<file path="src/rtl/pu_mdu_pkg.sv">
// Shared widths, op codes and state encoding for the PU iterative multiply/divide unit.
// W = WIDTH+1 data bits, RASB+1 register-address bits.
package pu_mdu_pkg;

    localparam int WIDTH = 7;
    localparam int RASB  = 4;
    localparam int W     = WIDTH + 1;
    localparam int AW    = RASB + 1;
    localparam int CW    = $clog2(W);

    typedef enum logic [1:0] {
        MDU_MUL  = 2'd0,
        MDU_MULH = 2'd1,
        MDU_DIVU = 2'd2,
        MDU_REMU = 2'd3
    } mdu_op_e;

    typedef enum logic [1:0] {
        S_IDLE = 2'd0,
        S_RUN  = 2'd1,
        S_WB   = 2'd2
    } mdu_state_e;

    // Pick the architectural result out of the {hi,lo} register once iteration ends.
    function automatic logic [W-1:0] mdu_sel(input mdu_op_e op, input logic [2*W-1:0] acc);
        logic [W-1:0] r;
        case (op)
            MDU_MUL:  r = acc[W-1:0];
            MDU_MULH: r = acc[2*W-1:W];
            MDU_DIVU: r = acc[W-1:0];
            default:  r = acc[2*W-1:W];
        endcase
        return r;
    endfunction

endpackage

</file>
<file path="src/rtl/pu_mdu.sv">
// Iterative one-bit-per-cycle multiply/divide unit; results leave through a
// registered single-cycle register-file write gated by the datapath's grant.
module pu_mdu
    import pu_mdu_pkg::*;
(
    input  logic          clk,
    input  logic          rst,
    input  logic          i_start,
    input  logic [1:0]    i_op,
    input  logic [AW-1:0] i_dst,
    input  logic [W-1:0]  i_a,
    input  logic [W-1:0]  i_b,
    input  logic          i_flush,
    input  logic          i_wb_gnt,
    output logic          o_busy,
    output logic          o_we,
    output logic [AW-1:0] o_wad,
    output logic [W-1:0]  o_wd
);

    mdu_state_e     r_state, w_state_nxt;
    mdu_op_e        r_op;
    logic [CW-1:0]  r_cnt;
    logic [W-1:0]   r_m;
    logic [2*W-1:0] r_acc;
    logic           r_we;
    logic [AW-1:0]  r_wad;
    logic [W-1:0]   r_wd;

    logic           w_accept, w_dz, w_is_div, w_ge;
    logic [W-1:0]   w_hi, w_lo;
    logic [W:0]     w_t, w_opa, w_opb;
    logic [W+1:0]   w_sum;
    logic [2*W-1:0] w_acc_nxt;

    assign w_accept = (r_state == S_IDLE) && i_start && !i_flush;
    assign w_dz     = i_op[1] && (i_b == '0);

    always_comb begin
        w_state_nxt = r_state;
        case (r_state)
            S_IDLE: if (w_accept) w_state_nxt = w_dz ? S_WB : S_RUN;
            S_RUN:  if (r_cnt == '0) w_state_nxt = S_WB;
            S_WB:   if (i_wb_gnt) w_state_nxt = S_IDLE;
            default: w_state_nxt = S_IDLE;
        endcase
        if (i_flush) w_state_nxt = S_IDLE;
    end

    always_ff @(posedge clk or posedge rst) begin
        if (rst) r_state <= S_IDLE;
        else     r_state <= w_state_nxt;
    end

    // One shared (W+1)-bit adder: hi+m for multiply, {rem,q_msb}-divisor for divide.
    assign w_is_div = r_op[1];
    assign w_hi     = r_acc[2*W-1:W];
    assign w_lo     = r_acc[W-1:0];
    assign w_t      = {w_hi, w_lo[W-1]};
    assign w_opa    = w_is_div ? w_t : {1'b0, w_hi};
    assign w_opb    = w_is_div ? ~{1'b0, r_m} : {1'b0, (w_lo[0] ? r_m : {W{1'b0}})};
    assign w_sum    = {1'b0, w_opa} + {1'b0, w_opb} + {{(W+1){1'b0}}, w_is_div};
    assign w_ge     = w_sum[W+1];

    always_comb begin
        w_acc_nxt = {w_sum[W:1], w_sum[0], w_lo[W-1:1]};
        if (w_is_div)
            w_acc_nxt = w_ge ? {w_sum[W-1:0], w_lo[W-2:0], 1'b1}
                             : {w_t[W-1:0],   w_lo[W-2:0], 1'b0};
    end

    always_ff @(posedge clk or posedge rst) begin
        if (rst) begin
            r_op  <= MDU_MUL;
            r_cnt <= '0;
            r_m   <= '0;
            r_acc <= '0;
            r_we  <= 1'b0;
            r_wad <= '0;
            r_wd  <= '0;
        end else begin
            r_we <= (w_state_nxt == S_WB);
            case (r_state)
                S_IDLE: if (w_accept) begin
                    r_op  <= mdu_op_e'(i_op);
                    r_wad <= i_dst;
                    r_cnt <= CW'(W - 1);
                    r_m   <= i_op[1] ? i_b : i_a;
                    r_acc <= {{W{1'b0}}, (i_op[1] ? i_a : i_b)};
                    if (w_dz) r_wd <= (i_op[0] ? i_a : {W{1'b1}});
                end
                S_RUN: if (!i_flush) begin
                    r_acc <= w_acc_nxt;
                    r_cnt <= r_cnt - CW'(1);
                    if (r_cnt == '0) r_wd <= mdu_sel(r_op, w_acc_nxt);
                end
                default: ;
            endcase
        end
    end

    assign o_busy = (r_state != S_IDLE);
    assign o_we   = r_we;
    assign o_wad  = r_wad;
    assign o_wd   = r_wd;

endmodule

</file>
<file path="config.mk">
export PLATFORM = sky130hd
export DESIGN_NAME = pu_mdu
export DESIGN_NICKNAME = d
export VERILOG_FILES = /design/src/rtl/pu_mdu_pkg.sv /design/src/rtl/pu_mdu.sv
export SDC_FILE = /design/constraint.sdc
export NUM_CORES = 1
export LEC_CHECK = 0
export ABC_CLOCK_PERIOD_IN_PS = 3950
export CORE_ASPECT_RATIO = 1.2
export CORE_MARGIN = 2
export CORE_UTILIZATION = 39
export DETAILED_ROUTE_END_ITERATION = 6
export GPL_TIMING_DRIVEN = 0
export HOLD_SLACK_MARGIN = 0.08
export SLEW_MARGIN = 25
export SYNTH_ARGS = -nofsm -noshare
export SYNTH_HDL_FRONTEND = slang
export SYNTH_SLANG_ARGS = --single-unit
</file>
<file path="constraint.sdc">
create_clock -name clk -period 3.95 [get_ports clk]
set_input_delay 0.5925 -clock clk [delete_from_list [all_inputs] [get_ports clk]]
set_output_delay 0.5925 -clock clk [all_outputs]
set_load 0.02 [all_outputs]
</file>
# [After elaboration in Yosys (flattened, before gate mapping)]
# Cells that the tools add are included.
[op_classes] addsub=3 eq_ne=8 muxes=26 bitwise=1 reduce_logical=14
[op_table] cell="8-bit 2-to-1 mux" count=9
[op_table] cell="16-bit 2-to-1 mux" count=4
[op_table] cell="16-bit one-hot mux with 2 select lines" count=1
[op_table] cell="9-bit 2-to-1 mux" count=2
[op_table] cell="8-bit one-hot mux with 2 select lines" count=1
[op_table] cell="10-bit by 1-bit adder with 10-bit output" count=1
[op_table] cell="9-bit by 9-bit adder with 10-bit output" count=1
[op_table] cell="2-bit 2-to-1 mux" count=5
[op_table] cell="8-bit inverter with 9-bit output" count=1
[op_table] cell="8-bit logical NOT" count=1
[op_table] cell="2-bit inequality test (second input constant)" count=4
[op_table] cell="2-bit == test (second input constant)" count=3
[op_table] cell="3-bit 2-to-1 mux" count=2
[op_table] cell="2-bit one-hot mux with 3 select lines" count=1
[op_table] cell="3-bit one-hot mux with 2 select lines" count=1
[op_table] cell="5-bit AND reduction" count=1
[op_table] cell="2-bit logical NOT" count=2
[op_table] cell="2-bit nonzero test" count=2
[op_table] cell="1-bit logical AND" count=3
[op_table] cell="3-bit logical NOT" count=1
[op_table] cell="3-bit AND reduction" count=1
[op_table] cell="3-bit by 1-bit subtractor with 3-bit output (second input constant)" count=1
[op_table] cell="2-bit by 1-bit == test with 1-bit output (second input constant)" count=1
[op_table] cell="2-bit AND reduction" count=1
[op_table] cell="other kinds (2)" count=2
[word_totals] register_bits=45 inputBits=28 out_inout_bits=15 wordCells=60

# [Depth between registers and ports, before layout]
[depth] word_depth=10 mapped_depth=14 ltp_nobuf=11

# [Least setup slack after synthesis]
# OpenSTA, ideal clock, no wires.
[synth_timing] kind="flip-flop to flip-flop" start="register r_op[1]" end="register r_wd[0] (netlist: o_wd[0])" arrival_ns=3.264 required_ns=3.821 setup_slack_ns=0.557 stages_incl_launch_ff=14 period_less_slack_ns=3.393 cell_sequence="dfrtp_1 clkbuf_1 clkbuf_1 buf_1 mux2_2 ha_1 buf_2 and4b_1 nand2_1 a211o_1 clkbuf_1 a21bo_2 a311oi_1 o21ai_0"
[synth_via] elab_chain_cells=9 elab_cells_between_ends=13 cone_classes="add/sub: 2; eq/ne: 1; mux: 8; reduce/logical: 2"
[synth_rtl] item="from (decl)" line="pu_mdu.sv:22" text="mdu_op_e r_op;"
[synth_rtl] item="from (signal assigned)" line="pu_mdu.sv:85" text="r_op <= mdu_op_e'(i_op);"
[synth_rtl] item="9-bit 2-to-1 mux, on equally long branches" line="pu_mdu.sv:60, pu_mdu.sv:61"
[synth_rtl] item="9-bit by 9-bit adder with 10-bit output" line="pu_mdu.sv:62" text="assign w_sum = {1'b0, w_opa} + {1'b0, w_opb} + {{(W+1){1'b0}}, w_is_div};"
[synth_rtl] item="10-bit by 1-bit adder with 10-bit output" line="pu_mdu.sv:62"
[synth_rtl] item="16-bit 2-to-1 mux" line="pu_mdu.sv:68" text="w_acc_nxt = w_ge ? {w_sum[W-1:0], w_lo[W-2:0], 1'b1}"
[synth_rtl] item="16-bit 2-to-1 mux" line="pu_mdu.sv:67" text="if (w_is_div)"
[synth_rtl] item="8-bit 2-to-1 mux (*)" line="pu_mdu_pkg.sv:27" text="case (op)"
[synth_rtl] item="8-bit 2-to-1 mux (*)" line="pu_mdu.sv:95" text="if (r_cnt == '0) r_wd <= mdu_sel(r_op, w_acc_nxt);"
[synth_rtl] item="8-bit 2-to-1 mux (*)" line="pu_mdu.sv:92" text="S_RUN: if (!i_flush) begin"
[synth_rtl] item="8-bit one-hot mux with 2 select lines (*)" line="pu_mdu.sv:83" text="case (r_state)"
[synth_rtl] item="to (signal assigned)" line="pu_mdu.sv:90" text="if (w_dz) r_wd <= (i_op[0] ? i_a : {W{1'b1}});"
[synth_rtl] item="to (signal assigned)" line="pu_mdu.sv:95"
[synth_rtl] item="to (decl)" line="pu_mdu.sv:28" text="logic [W-1:0] r_wd;"
# Mark *: on every way between the ends. The rest lies on a longest branch, timed or not. The select of a mux whose other input is x is not followed.
# A chain may end at the register's enable or synchronous reset.

# [Worst setup path in the final report]
# Same ends and word-level chain as after synthesis.

==> summary.txt <==
Route
  • Residual DRC count: 0
  • Antenna viol nets, final: 0
  • Via count: 2846
  • Post-DR wirelength/cell: 18.00 um
  • First DRT Iteration DRCs: 130
  • Drt pass-1 iters: 4
  • Via density: 5.613
  • Final wirelength: 9.127 mm

Logic synthesis
  • Post-synth EDFFs: 0
  • Post-synth top cells: nand2_1 (59), o21ai_0 (47), dfrtp_1 (45)
  • Area share of the largest cell type after synthesis: 0.3613
  • Syn. warnings: 0
  • Area contributors post-synth: dfrtp_1 (36%), o21ai_0 (7.5%), nand2_1 (7.1%), mux2i_1 (6.4%), mux2_2 (4.7%)
  • Cell taking the most area after synthesis: dfrtp_1
  • Top_reg_cell synth: dfrtp_1
  • Yosys reg bits: 45
  • Cell with the most instances after synthesis: nand2_1
  • Net Count, Synth: 406
  • Post-synthesis sequential area ratio: 0.3613
  • Async set-reset flop share out of synthesis: 1.000
  • Synthesized area: 3117 um2
  • Cells after synthesis: 367
  • Average instance area after synthesis: 8.492 um2
  • Post-synthesis cell type count: 58

Power and ir drop
  • Leakage power: 1.630 nW
  • P_sw: 0.0008651 W
  • Peak VDD IR: 0.2309 mV
  • Clock power frac: 0.141
  • Reg power frac: 0.339
  • Switching portion of total power: 0.4278
  • Power per Cell Area: 538.8 nW/um2
  • Internal power: 0.001157 W
  • Combinational share of power: 0.521

Layout
  • Final nets: 453
  • Utilization after layout: 0.4870
  • Footprint of the multi-input gates: 1876 um2
  • Share of cells above drive strength 1: 0.09880
  • Fillers: 778
  • Ant. Diodes: 0
  • Register area: 1127 um2
  • Layout Cells excl Fill: 507
  • Area growth from synthesis to final layout: 20.43%

Worst setup path
  • Reg2reg path depth: 12
  • Crit Path Max Fanout: 10
  • Req. time, crit path: 4.12 ns
  • Crit path capture type: register
  • Worst r2r src: r_op[1]
  • Critical path launch point type: register
  • Internal reg-to-reg setup slack: 0.22 ns
  • Worst r2r dst: o_wd[0]
  • Critical path class: register to register
  • Arrival @ worst endpoint: 3.90 ns

CTS
  • Skew-Pair Late Insertion Delay: 0.30 ns
  • # clock sinks: 45
  • TritonCTS clock tree: built
  • Clock root buffer: clkbuf_8
  • Reg clk slew, reported paths: 0.09 ns
  • H-tree depth: 2
  • CTS buffer count: 5
  • Post-CTS resize count: 4
  • Post-CTS Hold Buffers: 0
  • Setup bufs post-CTS: 0
  • Maximum clock path buffer count: 2

Floorplanning
  • Num ports: 43
  • Die area: 8725 um2
  • Die W: 85.61 um
  • Core Footprint: 7707 um2
  • Height of the die: 101.9 um
  • Initial Utilization: 0.4044
  • Row count: 35

Outcome
  • Status: complete, no violations

STA
  • Max-slew violations: 0
  • RSZ-0062 raised after global routing: no
  • Setup violations, final: 0
  • Final hold violation count: 0
  • Clock Skews: 0.005327 ns
  • Slew headroom: 0.4913
  • Worst slew pin tran: 0.7597 ns
  • Max Fclk: 268.1 MHz
  • Fin crit share: 0.9441
  • Post-layout min period: 3.729 ns

GRT
  • Grt total ovfl: 0
  • Initial antenna violation count: 0
  • Number of global-route vias before repair: 2828
  • Tot GR Track Use: 0.2163
  • First-pass GRT wire length: 14.53 mm
  • Largest net degree at the start of global routing: 25

Placed design
  • Placed insts: 500
  • Post-DP HPWL: 7.127 mm
  • Port bufs: 40
  • GPL Wtd Cong: 0.8878

Min path
  • Worst Hold End: o_wad[0]
  • Hold Path Depth: 2
  • Hold Path Origin: o_wad[0]
  • HP Class: register to register

Job
  • Max cap viols: 0
## power by group through the flow
stage / Clock, W / Combinational (W) / Sequential [W]
global route: 0.000309 / 0.00117 / 0.000698
floorplan: 0 / 0.000668 / 0.000703
global placement: 0 / 0.00102 / 0.000682
detailed placement: 0 / 0.00103 / 0.000685
finish: 0.000284 / 0.00105 / 0.000685
CTS: 0.000291 / 0.00104 / 0.000678
## flip-flops by register name, indices dropped and copies added (netlist names)
signal / cells
r_state: 2
r_cnt: 3
r_op: 2
o_wad: 5
r_acc: 16
o_we: 1
r_m: 8
o_wd: 8
## layout by cell type, fill, tap and decap left out, types with 4 or more instances in the layout
cell type,Yosys,routed
nand2_1,59,59
o21ai_0,47,47
dfrtp_1,45,44
clkdlybuf4s50_1,0,40
nor2_1,35,35
a21oi_1,21,20
mux2i_1,20,20
mux2_2,13,13
clkbuf_1,13,12
inv_1,12,11
nand2b_1,9,9
ha_1,9,9
a31oi_1,5,5
o22ai_1,5,5
clkbuf_8,0,5
nor2b_1,4,4
o31ai_1,4,4
## through the flow
step                      hold slack (ns)  TNS (ns)  worst slack, ns  area [um2]  power, W
after floorplan                    0.4583         0           0.5574        3117  0.001370
after global placement             0.4644    -1.999          -0.5336        3632  0.001701
after detailed placement           0.4627    -2.370          -0.5280        3652  0.001713
after CTS                          0.4875         0         0.003930        3744  0.002012
after global routing               0.5035         0          0.04479        3754  0.002173
final                              0.4833         0           0.2207        3754  0.002022
## area by class of cell
| cell class | count | share of cell area |
|---|---|---|
| plain buffers | 19 | 0.02333 |
| clock inverters | 2 | 0.002667 |
| flip-flops and latches | 45 | 0.3003 |
| inverters | 12 | 0.01200 |
| well taps | 92 | 0.03067 |
| multi-input cells | 290 | 0.4997 |
| clock buffers | 6 | 0.01933 |
| repair buffers | 41 | 0.1120 |
## logic make-up after synthesis
| logic type | synth area share |
|---|---|
| simple gates | 0.1899 |
| compound gates | 0.2345 |
| flops | 0.3613 |
| mux | 0.1112 |
| buf+inv | 0.04296 |
| fa+ha+maj | 0.04898 |
| xor+xnor | 0.01124 |
## critical path: stages (launching register included)
cell and delay (ns):
dfrtp_2 0.50, clkbuf_2 0.30, buf_2 0.31, mux2_2 0.37, ha_1 0.27, buf_2 0.17
and4b_1 0.26, nand2_1 0.08, a211o_1 0.29, clkbuf_1 0.23, a21bo_2 0.26, a311oi_1 0.44
o21ai_0 0.14
## how the worst max path moves through the flow
stage | start | endpoint | slack [ns] | depth (start not counted)
after floorplan | r_op[1] | o_wd[0] | 0.56 | 13
after global placement | r_op[1] | o_wd[3] | -0.53 | 11
after detailed placement | r_op[1] | o_wd[3] | -0.53 | 11
after CTS | r_op[1] | o_wd[1] | 0.004 | 11
after global routing | r_op[1] | o_wd[0] | 0.04 | 12
final | r_op[1] | o_wd[0] | 0.22 | 12
## per-layer routing
metal	track usage	part of all wire	vias up
met5	0	0	-
met4	0.05617	0.018	0
met3	0.02746	0.037	11
met2	0.4087	0.53	58
met1	0.2584	0.42	1363
li1	-	-	1414
(Power assumes the default switching activity.)
==> RTL change, RTL diff (same settings) <==
Reset style: synchronous (`rst`), changed in 2 clocked blocks.
--- a/src/rtl/pu_mdu.sv
+++ b/src/rtl/pu_mdu.sv
@@ -49,3 +49,3 @@
 
-    always_ff @(posedge clk or posedge rst) begin
+    always_ff @(posedge clk) begin
         if (rst) r_state <= S_IDLE;
@@ -71,3 +71,3 @@
 
-    always_ff @(posedge clk or posedge rst) begin
+    always_ff @(posedge clk) begin
         if (rst) begin
Check against the original RTL: differs if rst is asserted again (counterexample within 4 cycles, from zero or initial values and one cycle with rst high); with rst held inactive, the same outputs for 4 cycles.
==> RTL change against the original RTL <==
- first-iteration DRC count decreased by 2.3%
- clock skew grew 9.2 ps
- count of clock-buffer cells in the layout is 1 higher
- synthesized area decreased by 2.8%
- final cell count up 4.3%
- worst setup slack worse by 34 ps
- cell area decreased by 2.3%
- hold slack lost 23 ps
- maximum frequency decreased by 0.90%
- via count rose by 6.9%
- wire length increased by 2.9%
- non-clock buffer count is 9 higher
- sequential cell count stayed put
- critical endpoint is now o_wd[4]$_SDFFE_PP0P_
- highest routed layer unchanged
Power is not compared: it rests on default switching activity, and its combinational part moved more than twofold at a synthesized area within 25%.
==> RTL change: results <==
[yosys]
avgSynthCellArea_um2 = 7.85
synthXorXnorAreaFrac = 0.0173
ys_seq_area_frac = 0.297
synth.top_cells.by_area = dfxtp_1 30%, a21oi_1 7.1%, mux2i_1 5.6%
synthMuxAreaShare = 0.0859
synthArstFlopShare = 0
ys_top_cells_by_count = 45 x dfxtp_1, 44 x nor2_1, 43 x a21oi_1
synth_compound_area_frac = 0.282

[place]
dp_hpwl_um = 7380
place_inst = 520
globalplace.congestion = 0.944
numPortBuffers = 42

[worst_setup_path]
slowest_stage = a221oi_1
r2r_cells = 12
worst-r2r-setup-slack_ps = 190
max_stage_delay_ps = 560
critPathArrivalTime_ps = 3910
worstSetupStartpoint = r_op[1]$_SDFFE_PP0P_

[route]
drt_iter0_drc = 127
wl_per_cell_um = 17.8
avgViaCountPerCell = 5.75

[global_routing]
grtUsageTotal = 0.220
grt_pass1_vias = 2901
grt_pass1_wl_um = 14700

[cells_and_area]
drive_gt1_frac = 0.0755
antenna-diode-count = 0
num-nets-final = 475
fillers = 799

[sta]
skew_ps = 14.5
tightest_slew_ps = 664

[clock_tree]
clockBufferDepth = 2

[run_status]
status = completed

[min_path]
min_path_cells = 2
RTL change: cell count changes after synthesis, sizes merged, moves of 5 or more:
cell    delta
a211oi    +17
nand2     -19
nor2       +9
o21ai     -22
mux2       -5
a211o      +5
nand3      +6
dfxtp     +45
clkbuf     +5
dfrtp     -45
a21oi     +22
RTL change: power by group through the flow:
stage,clock network [µW],registers (µW),logic [µW]
final,282,487,209
after global routing,305,490,230
after CTS,287,487,207
after detailed placement,0,497,206
after global placement,0,497,205
after floorplan,0,498,119
RTL change: metrics by stage:
stage	total power [µW]	hold slack (ps)	setup slack (ps)	setup TNS (ps)
6_report	978	461	187	0
3_5_place_dp	703	452	-160	-463
5_1_grt	1020	491	14.3	0
2_1_floorplan	617	437	691	0
3_3_place_gp	701	443	-209	-604
4_1_cts	981	465	12.7	0
RTL change: worst reg2reg max path, delay by kind of cell, from the launching register on:
kind                     cells  cell delay [ps]
buffers and inverters        4             1080
multiplexers                 1              370
AND/OR/NAND/NOR              3              410
flip-flops                   1              300
adder cells (fa/ha/maj)      1              270
AO/OA/AOI/OAI                3             1190
RTL change: layout make-up:
type,instances,area (µm²),share of cell area
buffer,26,113,0.0307
clock buffer,7,76.3,0.0208
clock inverter,1,7.51,0.00205
inverter,11,41.3,0.0113
multi-input combinational,304,1980,0.541
sequential,45,901,0.246
tap,92,115,0.0314
timing repair buffer,43,428,0.117
RTL change: metal layers:
metal | track usage | vias to the layer above | routed length [µm]
li1 | - | 1512 | -
met1 | 0.263 | 1442 | 4070
met2 | 0.408 | 73 | 4860
met3 | 0.0270 | 14 | 264
met4 | 0.0733 | 0 | 196
met5 | 0 | - | 0
RTL change: timing repair:
action	4_1_cts	5_1_grt
pin swaps	1	1
setup buffers	0	1
resized for setup	1	3
setup endpoints to repair	6	6
endpoints found under the hold margin	0	0
RTL change: kinds of logic after synthesis:
logic type,after synthesis
compound gates,131
simple gates,131
flops,45
buf+inv,37
mux,25
fa+ha+maj,11
xor+xnor,6
RTL change: worst min-delay path by stage:
stage / end / startpoint
2_1_floorplan: r_acc[0]$_SDFFE_PP0P_ / r_acc[0]$_SDFFE_PP0P_
3_3_place_gp: o_wad[1]$_SDFFE_PP0P_ / o_wad[1]$_SDFFE_PP0P_
3_5_place_dp: o_wad[2]$_SDFFE_PP0P_ / o_wad[2]$_SDFFE_PP0P_
4_1_cts: o_wad[2]$_SDFFE_PP0P_ / o_wad[2]$_SDFFE_PP0P_
5_1_grt: o_wad[4]$_SDFFE_PP0P_ / o_wad[4]$_SDFFE_PP0P_
6_report: o_wad[0]$_SDFFE_PP0P_ / o_wad[0]$_SDFFE_PP0P_
